File: config.mk
export PLATFORM = sky130hd
export DESIGN_NAME = iir_response_monitor_flat
export DESIGN_NICKNAME = d
export VERILOG_FILES = /design/src/rtl/iir_response_monitor_if.sv /design/src/rtl/iir_response_monitor.sv /design/src/flat_wrapper.sv
export SDC_FILE = /design/constraint.sdc
export NUM_CORES = 1
export LEC_CHECK = 0
export BUFFER_PORTS_ARGS = -buffer_cell sky130_fd_sc_hd__clkbuf_2
export CORE_MARGIN = 2
export CORE_UTILIZATION = 59
export DETAILED_ROUTE_END_ITERATION = 6
export GPL_ROUTABILITY_DRIVEN = 0
export GPL_TIMING_DRIVEN = 0
export PLACE_DENSITY = 0.87
export SLEW_MARGIN = 20
export SYNTH_ARGS = -nofsm -noshare
export SYNTH_HDL_FRONTEND = slang
export SYNTH_SLANG_ARGS = --single-unit
export TNS_END_PERCENT = 20
File: constraint.sdc
create_clock -name clk -period 8.05 [get_ports clk]
set_clock_uncertainty 0.1 [all_clocks]
set_input_delay 0 -clock clk [delete_from_list [all_inputs] [get_ports clk]]
set_output_delay 0 -clock clk [all_outputs]
set_load 0.02 [all_outputs]
File: src/rtl/iir_response_monitor_if.sv
// Bus between a stimulus/consumer block and iir_response_monitor.
// The master drives the control and sample stream; the slave (the monitor)
// returns the measurement status and results.
interface iir_response_monitor_if #(
    parameter int DATA_WIDTH = 32,
    parameter int CNT_W      = 16
);
    logic                         start;
    logic signed [DATA_WIDTH-1:0] target;
    logic signed [DATA_WIDTH-1:0] sample_in;
    logic                         sample_valid;

    logic                         busy;
    logic                         done;
    logic                         settled;
    logic                         timeout;
    logic        [CNT_W-1:0]      settle_idx;
    logic        [DATA_WIDTH:0]   peak_dev;
    logic        [CNT_W-1:0]      peak_idx;
    logic        [CNT_W-1:0]      ring_count;

    modport master (
        output start, target, sample_in, sample_valid,
        input  busy, done, settled, timeout, settle_idx, peak_dev, peak_idx, ring_count
    );

    modport slave (
        input  start, target, sample_in, sample_valid,
        output busy, done, settled, timeout, settle_idx, peak_dev, peak_idx, ring_count
    );
endinterface

File: src/rtl/iir_response_monitor.sv
// iir_response_monitor
// Watches the signed output stream of an IIR filter after a start pulse and
// measures its transient response: peak deviation from a target (and where it
// occurred), the index at which a stable in-threshold run began, or a timeout
// if the stream never settles within MAX_SAMPLES valid samples.
//
// Optional build macro RESP_MON_RING_COUNT_EN: when defined, counts sign
// changes of the error (ignoring zero error) as a ringing metric; when not
// defined, ring_count is tied to zero and no sign-tracking logic exists.
//
// state    | meaning
// ---------+-----------------------------------------------------------
// ST_IDLE  | after reset; samples ignored, waiting for start
// ST_TRACK | measurement in progress; busy=1, each valid sample evaluated
// ST_DONE  | measurement finished; results frozen until start or rst
module iir_response_monitor #(
    parameter int DATA_WIDTH  = 32,
    parameter int CNT_W       = 16,
    parameter int THRESHOLD   = 10,
    parameter int STABLE_LEN  = 1000,
    parameter int MAX_SAMPLES = 10000
) (
    input  logic                  clk,
    input  logic                  rst,
    iir_response_monitor_if.slave mon
);

    typedef enum logic [1:0] {
        ST_IDLE  = 2'd0,
        ST_TRACK = 2'd1,
        ST_DONE  = 2'd2
    } state_t;

    localparam logic [DATA_WIDTH:0] THR_W     = (DATA_WIDTH+1)'(THRESHOLD);
    localparam logic [CNT_W-1:0]    STABLE_LD = CNT_W'(STABLE_LEN);
    localparam logic [CNT_W-1:0]    STABLE_M1 = CNT_W'(STABLE_LEN - 1);
    localparam logic [CNT_W-1:0]    IDX_LAST  = CNT_W'(MAX_SAMPLES - 1);

    state_t                       state;
    logic signed [DATA_WIDTH-1:0] target_q;
    logic        [CNT_W-1:0]      idx_q;
    // Samples still needed to complete the current stable run; reloaded on
    // any out-of-threshold sample, terminal count 1 means this sample settles.
    logic        [CNT_W-1:0]      stable_left_q;

    logic                         busy_q;
    logic                         done_q;
    logic                         settled_q;
    logic                         timeout_q;
    logic        [CNT_W-1:0]      settle_idx_q;
    logic        [DATA_WIDTH:0]   peak_dev_q;
    logic        [CNT_W-1:0]      peak_idx_q;

    // One extra bit so the difference of two full-range signed values and its
    // magnitude never overflow.
    logic        [DATA_WIDTH:0]   err;
    logic        [DATA_WIDTH:0]   mag;
    logic                         in_band;
    logic                         new_peak;
    logic                         settle_hit;
    logic                         sample_act;

    assign err        = {mon.sample_in[DATA_WIDTH-1], mon.sample_in}
                      - {target_q[DATA_WIDTH-1], target_q};
    assign mag        = err[DATA_WIDTH] ? (~err + 1'b1) : err;
    assign in_band    = (mag < THR_W);
    assign new_peak   = (mag > peak_dev_q);
    assign settle_hit = in_band && (stable_left_q == CNT_W'(1));
    // start wins over a coincident sample, so the start-cycle sample is dropped.
    assign sample_act = (state == ST_TRACK) && mon.sample_valid && !mon.start;

    // Measurement FSM with all result registers; start re-arms from any state.
    always_ff @(posedge clk) begin
        if (rst) begin
            state         <= ST_IDLE;
            target_q      <= '0;
            idx_q         <= '0;
            stable_left_q <= '0;
            busy_q        <= 1'b0;
            done_q        <= 1'b0;
            settled_q     <= 1'b0;
            timeout_q     <= 1'b0;
            settle_idx_q  <= '0;
            peak_dev_q    <= '0;
            peak_idx_q    <= '0;
        end else begin
            done_q <= 1'b0;
            if (mon.start) begin
                state         <= ST_TRACK;
                target_q      <= mon.target;
                idx_q         <= '0;
                stable_left_q <= STABLE_LD;
                busy_q        <= 1'b1;
                settled_q     <= 1'b0;
                timeout_q     <= 1'b0;
                settle_idx_q  <= '0;
                peak_dev_q    <= '0;
                peak_idx_q    <= '0;
            end else if (sample_act) begin
                idx_q <= idx_q + 1'b1;
                if (new_peak) begin
                    peak_dev_q <= mag;
                    peak_idx_q <= idx_q;
                end
                if (in_band) begin
                    stable_left_q <= stable_left_q - 1'b1;
                end else begin
                    stable_left_q <= STABLE_LD;
                end
                if (settle_hit) begin
                    settled_q    <= 1'b1;
                    settle_idx_q <= idx_q - STABLE_M1;
                    state        <= ST_DONE;
                    busy_q       <= 1'b0;
                    done_q       <= 1'b1;
                end else if (idx_q == IDX_LAST) begin
                    timeout_q <= 1'b1;
                    state     <= ST_DONE;
                    busy_q    <= 1'b0;
                    done_q    <= 1'b1;
                end
            end
        end
    end

`ifdef RESP_MON_RING_COUNT_EN
    logic             sign_valid_q;
    logic             sign_q;
    logic [CNT_W-1:0] ring_q;
    logic             err_nz;

    assign err_nz = (err != '0);

    // Count polarity flips of the nonzero error; zero error leaves the stored sign alone.
    always_ff @(posedge clk) begin
        if (rst) begin
            sign_valid_q <= 1'b0;
            sign_q       <= 1'b0;
            ring_q       <= '0;
        end else if (mon.start) begin
            sign_valid_q <= 1'b0;
            sign_q       <= 1'b0;
            ring_q       <= '0;
        end else if (sample_act && err_nz) begin
            if (sign_valid_q && (err[DATA_WIDTH] != sign_q) && (ring_q != '1)) begin
                ring_q <= ring_q + 1'b1;
            end
            sign_q       <= err[DATA_WIDTH];
            sign_valid_q <= 1'b1;
        end
    end

    assign mon.ring_count = ring_q;
`else
    assign mon.ring_count = '0;
`endif

    assign mon.busy       = busy_q;
    assign mon.done       = done_q;
    assign mon.settled    = settled_q;
    assign mon.timeout    = timeout_q;
    assign mon.settle_idx = settle_idx_q;
    assign mon.peak_dev   = peak_dev_q;
    assign mon.peak_idx   = peak_idx_q;

endmodule

File: src/flat_wrapper.sv
// flat-port wrapper written by rule: the top's interface ports become plain ports
module iir_response_monitor_flat 
#(
    parameter int DATA_WIDTH  = 32,
    parameter int CNT_W       = 16,
    parameter int THRESHOLD   = 10,
    parameter int STABLE_LEN  = 1000,
    parameter int MAX_SAMPLES = 10000
)
  (clk, rst, mon_start, mon_target, mon_sample_in, mon_sample_valid, mon_busy, mon_done, mon_settled, mon_timeout, mon_settle_idx, mon_peak_dev, mon_peak_idx, mon_ring_count);
  iir_response_monitor_if #(.DATA_WIDTH(DATA_WIDTH), .CNT_W(CNT_W)) mon_i ();
  input  logic clk;
  input  logic rst;
  input wire logic [$bits(mon_i.start)-1:0] mon_start;
  input wire logic [$bits(mon_i.target)-1:0] mon_target;
  input wire logic [$bits(mon_i.sample_in)-1:0] mon_sample_in;
  input wire logic [$bits(mon_i.sample_valid)-1:0] mon_sample_valid;
  output wire logic [$bits(mon_i.busy)-1:0] mon_busy;
  output wire logic [$bits(mon_i.done)-1:0] mon_done;
  output wire logic [$bits(mon_i.settled)-1:0] mon_settled;
  output wire logic [$bits(mon_i.timeout)-1:0] mon_timeout;
  output wire logic [$bits(mon_i.settle_idx)-1:0] mon_settle_idx;
  output wire logic [$bits(mon_i.peak_dev)-1:0] mon_peak_dev;
  output wire logic [$bits(mon_i.peak_idx)-1:0] mon_peak_idx;
  output wire logic [$bits(mon_i.ring_count)-1:0] mon_ring_count;
  assign mon_i.start = mon_start;
  assign mon_i.target = mon_target;
  assign mon_i.sample_in = mon_sample_in;
  assign mon_i.sample_valid = mon_sample_valid;
  assign mon_busy = mon_i.busy;
  assign mon_done = mon_i.done;
  assign mon_settled = mon_i.settled;
  assign mon_timeout = mon_i.timeout;
  assign mon_settle_idx = mon_i.settle_idx;
  assign mon_peak_dev = mon_i.peak_dev;
  assign mon_peak_idx = mon_i.peak_idx;
  assign mon_ring_count = mon_i.ring_count;
  iir_response_monitor #(.DATA_WIDTH(DATA_WIDTH), .CNT_W(CNT_W), .THRESHOLD(THRESHOLD), .STABLE_LEN(STABLE_LEN), .MAX_SAMPLES(MAX_SAMPLES)) u_core (.clk(clk), .rst(rst), .mon(mon_i));
endmodule
== Yosys cells after proc, flatten, opt, wreduce, memory -nomap -nowiden ==
Index checks and enable logic that the tools add are counted.

* Register bits: 135
* Input bits: 68
* Word-level logic and storage cells: 54

* $add $sub $neg: 5
* Magnitude comparators: 2
* Equality and inequality tests: 3
* Mux-type cells: 14
* Bitwise logic cells: 3
* Reduce and logical (&&, ||, !) cells: 14

{| class="wikitable"
|+ Operators by type and width
! operator !! count
|-
| $add A33 B1 Y33 const B || 1
|-
| $gt A33 B33 Y1 || 1
|-
| $lt A33 B4 Y1 const B || 1
|-
| $mux W33 || 1
|-
| $not A33 Y33 || 1
|-
| $sub A32 B32 Y33 || 1
|-
| $mux W10 || 2
|-
| $add A16 B1 Y16 const B || 1
|-
| $eq A16 B1 Y1 const B || 1
|-
| $eq A16 B14 Y1 const B || 1
|-
| $mux W16 || 1
|-
| $sub A16 B1 Y16 const B || 1
|-
| $sub A16 B10 Y16 const B || 1
|-
| $mux W1 || 8
|-
| $reduce_and A2 Y1 || 4
|-
| $mux W2 || 2
|-
| $reduce_bool A2 Y1 || 2
|-
| $logic_and A1 B1 Y1 || 3
|-
| $reduce_and A3 Y1 || 1
|-
| $reduce_bool A3 Y1 || 1
|-
| $reduce_or A3 Y1 || 1
|-
| $eq A2 B1 Y1 const B || 1
|-
| $not A1 Y1 || 2
|-
| $reduce_or A2 Y1 || 1
|-
| $logic_not A1 Y1 || 1
|}

== Longest topological paths before layout ==
Gate-level depths: netlist of run 1.

* Depth in word-level cells: 9
* Depth in mapped cells: 30

== Least setup slack after synthesis of run 1 ==
No wires, ideal clock.

* Kind: register -> register
* Start point: reg u_core.target_q[0]
* End point: reg u_core.peak_idx_q[11], in the netlist u_core.mon.peak_idx[11]
* Setup time: 0.128 ns
* Arrival: 5.400 ns
* Setup slack: 2.422 ns
* Stages on the path, launching flop included: 29
* Clock period less this slack: 5.628 ns
* Path through: dfxtp_1 > ha_1 > inv_1 > fa_1 > a211oi_2 > o31ai_4 > o21ai_2 > a2111oi_4 > nor2_1 > o31ai_2 > buf_2 > buf_2 > buf_1 > nor2_1 > xnor2_1 > ha_1 > o21a_1 > o21a_1 > o21a_1 > o21a_1 > o2111ai_1 > a21oi_1 > o22a_1 > maj3_1 > nand2_1 > a21oi_1 > buf_2 > mux2i_1 > nor2_1

* Longest elaborated chain between the ends: 6

{| class="wikitable"
|+ Ends and longest elaborated chain
! item !! line !! RTL
|-
| start, declared || iir_response_monitor.sv:40 || <nowiki>logic signed [DATA_WIDTH-1:0] target_q;</nowiki>
|-
| start signal, assigned || iir_response_monitor.sv:90 || <nowiki>target_q <= mon.target;</nowiki>
|-
| $sub A32 B32 Y33 (*) || iir_response_monitor.sv:64 || <nowiki>- {target_q[DATA_WIDTH-1], target_q};</nowiki>
|-
| $not A33 Y33 || iir_response_monitor.sv:65 || <nowiki>assign mag = err[DATA_WIDTH] ? (~err + 1'b1) : err;</nowiki>
|-
| $add A33 B1 Y33 || iir_response_monitor.sv:65 ||
|-
| $mux W33 (*) || iir_response_monitor.sv:65 ||
|-
| via u_core.mag[2] || iir_response_monitor.sv:57 || <nowiki>logic [DATA_WIDTH:0] mag;</nowiki>
|-
| $gt A33 B33 Y1 (*) || iir_response_monitor.sv:67 || <nowiki>assign new_peak = (mag > peak_dev_q);</nowiki>
|-
| $reduce_and A2 Y1 (no line) (*) || n/a ||
|-
| end signal, assigned || iir_response_monitor.sv:103 || <nowiki>peak_idx_q <= idx_q;</nowiki>
|-
| end, declared || iir_response_monitor.sv:52 || <nowiki>logic [CNT_W-1:0] peak_idx_q;</nowiki>
|}

Mark *: on every way through the listed nets, which the timed path passes. The rest lies on a longest branch.
A chain may end at the register's enable or synchronous reset.

== Final worst setup path of run 1 ==
* Start point: reg u_core.target_q[7]
* End point: reg u_core.peak_dev_q[6], in the netlist u_core.mon.peak_dev[6]

{| class="wikitable"
|+ RTL lines
! item !! line !! RTL
|-
| $sub A32 B32 Y33 || iir_response_monitor.sv:64 ||
|-
| $mux W33 || iir_response_monitor.sv:65 ||
|-
| via u_core.mag[2] || iir_response_monitor.sv:57 ||
|-
| $gt A33 B33 Y1 || iir_response_monitor.sv:67 ||
|-
| $reduce_and A2 Y1 (no line) || n/a ||
|-
| end signal, assigned || iir_response_monitor.sv:102 || <nowiki>peak_dev_q <= mag;</nowiki>
|-
| end, declared || iir_response_monitor.sv:51 || <nowiki>logic [DATA_WIDTH:0] peak_dev_q;</nowiki>
|}

The timed path passes the listed nets, and every way through them passes these cells.

==> results of run 1 <==
==> worst max-delay path, delay by kind of cell (launching register included) <==
family | cells | cell delay (ps)
buf+inv | 6 | 1550
flops | 1 | 330
fa+ha+maj | 3 | 940
simple gates | 4 | 440
xor+xnor | 1 | 270
mux | 1 | 260
compound gates | 13 | 3050
==> registers in the layout (all words and copies together) (netlist names) <==
register and cells:
u_core.mon.timeout 1, u_core.mon.busy 1, u_core.target_q 32, u_core.mon.settle_idx 16, u_core.mon.peak_dev 33, u_core.state 1, u_core.idx_q 16, u_core.mon.peak_idx 16
u_core.mon.settled 1, u_core.stable_left_q 16, u_core.mon.done 1
==> cell type report <==
class / count / area [sq um]
clock inverters: 15 / 139
well taps: 220 / 275
flip-flops and latches: 134 / 2680
plain buffers: 84 / 422
clock buffers: 17 / 425
multi-input cells: 996 / 6780
repair buffers: 169 / 1020
fillers: 1262 / 4650
inverters: 84 / 315
==> worst max-delay path by stage <==
stage                                         end                 from  cells past startpoint
after CTS                  u_core.mon.peak_dev[6]   u_core.target_q[0]                     28
after global placement    u_core.mon.peak_idx[11]   u_core.target_q[0]                     28
after floorplan           u_core.mon.peak_idx[11]   u_core.target_q[0]                     28
after global routing       u_core.mon.peak_dev[6]  u_core.target_q[19]                     28
after detailed placement   u_core.mon.peak_idx[9]   u_core.target_q[0]                     28
final                      u_core.mon.peak_dev[6]   u_core.target_q[7]                     28
==> power by group through the flow <==
stage	registers [mW]	logic, mW	clock network (mW)
finish	0.691	0.783	0.755
global route	0.692	0.862	0.788
CTS	0.690	0.765	0.757
detailed placement	0.705	0.745	0
global placement	0.704	0.717	0
floorplan	0.706	0.574	0
==> cells in the mapped netlist (all sizes together), types with 27 or more instances <==
library cell,number
buf,44
clkbuf,40
o21ai,66
mux2i,85
inv,84
a21oi,91
dfxtp,134
nand3,42
nand2,72
nor2,168
xor2,40
nor3,27
xnor2,46
ha,68
==> kinds of logic after synthesis <==
logic type      Yosys count  synth area share
mux                      90            0.0895
other cells               1          0.000370
buf+inv                 168            0.0727
compound gates          291             0.192
flops                   134             0.265
fa+ha+maj                70            0.0869
simple gates            443             0.219
xor+xnor                 86            0.0750
==> layer usage <==
| layer | track usage | up-vias | part of all wire |
|---|---|---|---|
| met5 | 0 | - | 0 |
| met4 | 0.133 | 0 | 0.035 |
| met3 | 0.0604 | 93 | 0.079 |
| met2 | 0.521 | 490 | 0.46 |
| met1 | 0.403 | 4808 | 0.42 |
| li1 | - | 4948 | - |
==> metrics by stage <==
step | utilization | hold WS (ps) | instance area, sq um | worst slack, ps
finish | 0.722 | 19.4 | 12100 | 942
global placement | 0.667 | 135 | 11100 | 1370
floorplan | - | 47.2 | 10200 | 2420
detailed placement | 0.667 | 145 | 11100 | 1180
CTS | 0.722 | 3.22 | 12100 | 1050
global route | 0.722 | 53.3 | 12100 | 497
==> results by group, run 1 <==
Flow run
  – Max Cap Viol: 0

Finish
  – # diodes: 0
  – Most frequent cells in the layout: nor2_1, clkbuf_2, dfxtp_1, a21oi_1, mux2i_1
  – P&R area growth vs syn: 18.9%
  – Layout Nets: 1,623
  – Non-Filler Instances: 1,719
  – Fraction of layout cells with a size suffix above 1: 0.162
  – Commonest non-fill, non-tap cell in the layout: nor2_1

Route
  – Remaining DRCs: 0
  – Vias post-DR: 10.3k
  – DRT iter0 DRCs: 1,060
  – WL/cell: 16.5 um
  – DR pass1 iterations: 5
  – Avg Vias per Cell: 6.01
  – Post-Route WL: 28.4 mm
  – Antenna viol nets, final: 0

Logic synthesis
  – Syn_area_per_cell: 7.90 sq um
  – Post-synth EDFFs: 0
  – Synth warn: 0
  – Commonest register cell after synthesis: dfxtp_1
  – Asr flop ratio synth: 0
  – Share of the synthesized area in the top cell type: 0.265
  – Area contributors post-synth: dfxtp_1, ha_1, mux2i_1
  – Post-Syn Area: 10,100 sq um
  – Cell count after synthesis: 1,283
  – Sequential share of the synthesized area: 0.265
  – #FFs+latches synth: 134
  – Distinct cells, synth: 92
  – Yosys top cell by area: dfxtp_1

Power
  – Sw frac: 0.371
  – Maximum VDD drop: 195 uV
  – Psw: 827 uW
  – Part of the power in registers: 0.310
  – Pwr/cell area: 185 nW/um^2
  – Int Pwr: 1.40 mW
  – Clock Power Share: 0.339
  – P_leak: 4.89 nW
  – Combinational Power Share: 0.351
  – Total Power: 2.23 mW

Floorplanning
  – Die Y: 135 um
  – Die width: 135 um
  – Core Area: 16,700 sq um
  – # IOs: 153
  – Initial core utilization: 0.607
  – Die ar.: 18,300 sq um
  – Number of core rows: 47

Global route
  – GRT Residual Overflow: 0
  – Pin count of the biggest net entering global routing: 17
  – First-pass GRT wire length: 46.7 mm
  – Vias in the first global route: 9,842
  – Gr usage total: 0.315
  – Initial antenna violation count: 0

Clock network
  – CTS buffer count: 17
  – Post CTS Setup Buffer Count: 0
  – CTS tree: done
  – # hold bufs at CTS: 34
  – Sink Count: 134
  – H-tree depth: 4
  – Worst-path clk slew: 70 ps
  – CTS Buffer Depth: 2
  – CTS-repair resized insts: 0
  – Clock insertion delay at the later pin of the skew report: 430 ps
  – Root buf cell: clkbuf_16

Timing
  – Worst rel slew slack: 0.371
  – RSZ-0062 raised after global routing: false
  – Sum Neg Setup Slack: 0 ps
  – Tmin final: 7110 ps
  – Peak Freq: 141 MHz
  – Final hold violations: 0
  – Final Setup Violations: 0
  – Slew Limit Fails: 0
  – Actual slew at the worst max-slew pin: 943 ps
  – Tcrit/Tclk final: 0.883

Worst setup path
  – CP peak stage delay: 660 ps
  – Critical Path End Type: register
  – Worst-case reg-to-reg path depth: 28
  – Crit-path max FO: 10
  – Critical path's slowest cell: o31ai_2
  – Reg-to-Reg Start: u_core.target_q[7]
  – Crit start category: register
  – Critical Path RT: 8240 ps
  – Reg2reg end: u_core.mon.peak_dev[6]
  – Worst reg2reg setup slack: 940 ps
  – WS Path Type: register to register
  – WP data arrival: 7300 ps

Min path
  – Min-delay src: mon_sample_in[0]
  – Tightest Hold Check Type: input port to register
  – Hold Path Sink: u_core.mon.peak_dev[0]
  – Hold path cells: 4

Placed design
  – Inst Count DP: 1,653
  – Port Buffer Count: 135
  – Placed wire-length estimate: 20.8 mm

Run status
  – Status: complete, no violations
Note: power is estimated with default switching activity, not from simulation.
==> run 2, diff against run 1 <==
--- a/config.mk
+++ b/config.mk
@@ -11,7 +11,7 @@
 export DETAILED_ROUTE_END_ITERATION = 6
 export GPL_ROUTABILITY_DRIVEN = 0
 export GPL_TIMING_DRIVEN = 0
-export PLACE_DENSITY = 0.87
+export PLACE_DENSITY_LB_ADDON = 0.25
 export SLEW_MARGIN = 20
 export SYNTH_ARGS = -nofsm -noshare
 export SYNTH_HDL_FRONTEND = slang
==> run 2 against run 1 <==
Net effect:
- non-clock buffer count stayed put
- highest routed layer unchanged
- count of clock-buffer cells in the layout rose by 2
- worst hold slack worse by 3.6 ps
==> results by group, run 2 (synthesized netlist as in run 1, its figures left out) <==
Clock network
  – # hold bufs at CTS: 34 (unchanged)
  – H-tree depth: 4 (unchanged)
  – CTS buffer count: 17 (unchanged)
  – CTS tree: done (unchanged)
  – CTS Buffer Depth: 2 (unchanged)
  – CTS-repair resized insts: 0 (unchanged)
  – Clock insertion delay at the later pin of the skew report: 430 ps (about the same)
  – Worst-path clk slew: 60 ps (was 70 ps)
  – Post CTS Setup Buffer Count: 0 (unchanged)
  – Root buf cell: clkbuf_16 (unchanged)
  – Sink Count: 134 (unchanged)

Power
  – Part of the power in registers: 0.307 (was 0.310)
  – P_leak: 4.90 nW (was 4.89 nW)
  – Combinational Power Share: 0.346 (was 0.351)
  – Maximum VDD drop: 179 uV (was 195 uV)
  – Clock Power Share: 0.347 (was 0.339)
  – Sw frac: 0.353 (was 0.371)
  – Psw: 794 uW (was 827 uW)
  – Pwr/cell area: 186 nW/um^2 (was 185 nW/um^2)
  – Int Pwr: 1.45 mW (was 1.40 mW)

Worst setup path
  – WS Path Type: register to register (unchanged)
  – Worst path bufs/invs: 5 (was 6)
  – Crit path from: u_core.target_q[0] (was u_core.target_q[7])
  – Critical Path RT: 8230 ps (was 8240 ps)
  – Reg-to-Reg Start: u_core.target_q[0] (was u_core.target_q[7])
  – Most used cell, CP: o21a_1
  – CP peak stage delay: 720 ps (was 660 ps)
  – WP data arrival: 7310 ps (was 7300 ps)
  – Critical path's slowest cell: o31ai_2 (unchanged)
  – Crit-path max FO: 10 (unchanged)
  – Crit start category: register (unchanged)
  – CP top delay family: compound AO/OA/AOI/OAI gates (unchanged)
  – Critical Path End Type: register (unchanged)

Global route
  – Pin count of the biggest net entering global routing: 17 (unchanged)
  – Met1 usage: 0.409 (was 0.403)
  – Vias in the first global route: 9,380 (was 9,842)
  – GR Util met2: 0.486 (was 0.521)
  – First-pass GRT wire length: 45.0 mm (was 46.7 mm)
  – Busiest grt layer: met2 (unchanged)
  – GRT Residual Overflow: 0 (unchanged)
  – Met3 Track Usage GR: 0.0578 (was 0.0604)
  – Gr usage total: 0.302 (was 0.315)
  – Initial antenna violation count: 0 (unchanged)

Finish
  – Commonest non-fill, non-tap cell in the layout: nor2_1 (unchanged)
  – P&R area growth vs syn: 19.0% (was 18.9%)
  – Layout Nets: 1,623 (unchanged)
  – Max reg flops: 33 (unchanged)
  – Most frequent cells in the layout: nor2_1, clkbuf_2, dfxtp_1, a21oi_1, mux2i_1 (unchanged)
  – Fill cell count: 1,392 (was 1,262)
  – Register area: 2680 sq um (unchanged)
  – Fraction of layout cells with a size suffix above 1: 0.161 (was 0.162)
  – Fin area: 12,100 sq um (about the same)
  – Multi-input gate area: 6780 sq um (unchanged)
  – # diodes: 0 (unchanged)

Route
  – Antenna viol nets, final: 0 (unchanged)
  – Avg Vias per Cell: 5.87 (was 6.01)
  – DRT iter0 DRCs: 918 (was 1,060)
  – Post-Route WL: 27.3 mm (was 28.4 mm)
  – Vias post-DR: 10.1k (was 10.3k)
  – DR pass1 iterations: 5 (unchanged)
  – Remaining DRCs: 0 (unchanged)
  – WL/cell: 15.9 um (was 16.5 um)

Floorplanning
  – Die ar.: 18,300 sq um (unchanged)
  – Die Y: 135 um (unchanged)
  – Die width: 135 um (unchanged)
  – Core Area: 16,700 sq um (unchanged)
  – Initial core utilization: 0.607 (unchanged)
  – # IOs: 153 (unchanged)
  – Number of core rows: 47 (unchanged)

Timing
  – Tcrit/Tclk final: 0.886 (was 0.883)
  – Final hold violations: 0 (unchanged)
  – Sum Neg Setup Slack: 0 ps (unchanged)
  – Tmin final: 7130 ps (was 7110 ps)
  – Slew Limit Fails: 0 (unchanged)
  – Worst rel slew slack: 0.389 (was 0.371)
  – Peak Freq: 140 MHz (was 141 MHz)
  – RSZ-0062 raised after global routing: false (unchanged)
  – Final Setup Violations: 0 (unchanged)
  – Actual slew at the worst max-slew pin: 916 ps (was 943 ps)
  – Hold_ws: 15.8 ps (was 19.4 ps)

Min path
  – Tightest Hold Check Type: input port to register (unchanged)
  – Min-delay src: mon_sample_in[0] (unchanged)

Placed design
  – Placed wire-length estimate: 20.3 mm (was 20.8 mm)
  – Port Buffer Count: 135 (unchanged)
  – Post-DP Area: 11,100 sq um (unchanged)

Run status
  – Status: complete, no violations (unchanged)

Flow run
  – Max Cap Viol: 0 (unchanged)
[run 2: layer usage]
| layer | vias up | wire [um] |
|---|---|---|
| li1 | 4947 | - |
| met1 | 4707 | 12100 |
| met2 | 390 | 12600 |
| met3 | 52 | 2010 |
| met4 | 0 | 620 |
| met5 | - | 0 |
[run 2: power by group through the flow]
stage	logic, mW	clock network (mW)	registers (mW)
floorplan	0.574	0	0.706
global placement	0.721	0	0.704
detailed placement	0.741	0	0.705
CTS	0.763	0.787	0.690
global route	0.859	0.818	0.692
finish	0.778	0.780	0.691
[run 2: worst paths after layout]
kind | endpoint | slack, ps | cells after the start
setup / recovery | u_core.mon.peak_dev[1] | 920 | 28
hold / removal | u_core.mon.peak_dev[0] | 20 | 4
setup reg to reg | u_core.mon.peak_dev[1] | 920 | 28
hold reg to reg | u_core.mon.timeout | 360 | 2
[run 2: worst register-to-register path: cells and delay by family, from the launching register on]
family                   cells  cell delay (ps)
AO/OA/AOI/OAI               13             3230
buffers and inverters        5             1560
adder cells (fa/ha/maj)      4              980
AND/OR/NAND/NOR              4              380
flip-flops                   1              320
multiplexers                 1              250
XOR/XNOR                     1              180
[run 2: layout make-up]
class | instances | area share
buffer | 84 | 0.0349
clock inverter | 13 | 0.0122
inverter | 84 | 0.0261
multi-input combinational | 996 | 0.562
tap | 220 | 0.0228
timing repair buffer | 169 | 0.0842
clock buffer | 19 | 0.0359
sequential | 134 | 0.222
[run 2: stage by stage]
| stage | power [mW] | utilization | instances | setup WS (ps) |
|---|---|---|---|---|
| after floorplan | 1.28 | - | 1298 | 2420 |
| after global placement | 1.42 | 0.667 | 1653 | 1280 |
| after detailed placement | 1.45 | 0.667 | 1653 | 1170 |
| after CTS | 2.24 | 0.723 | 1719 | 1050 |
| after global routing | 2.37 | 0.723 | 1719 | 538 |
| final | 2.25 | 0.723 | 1719 | 917 |
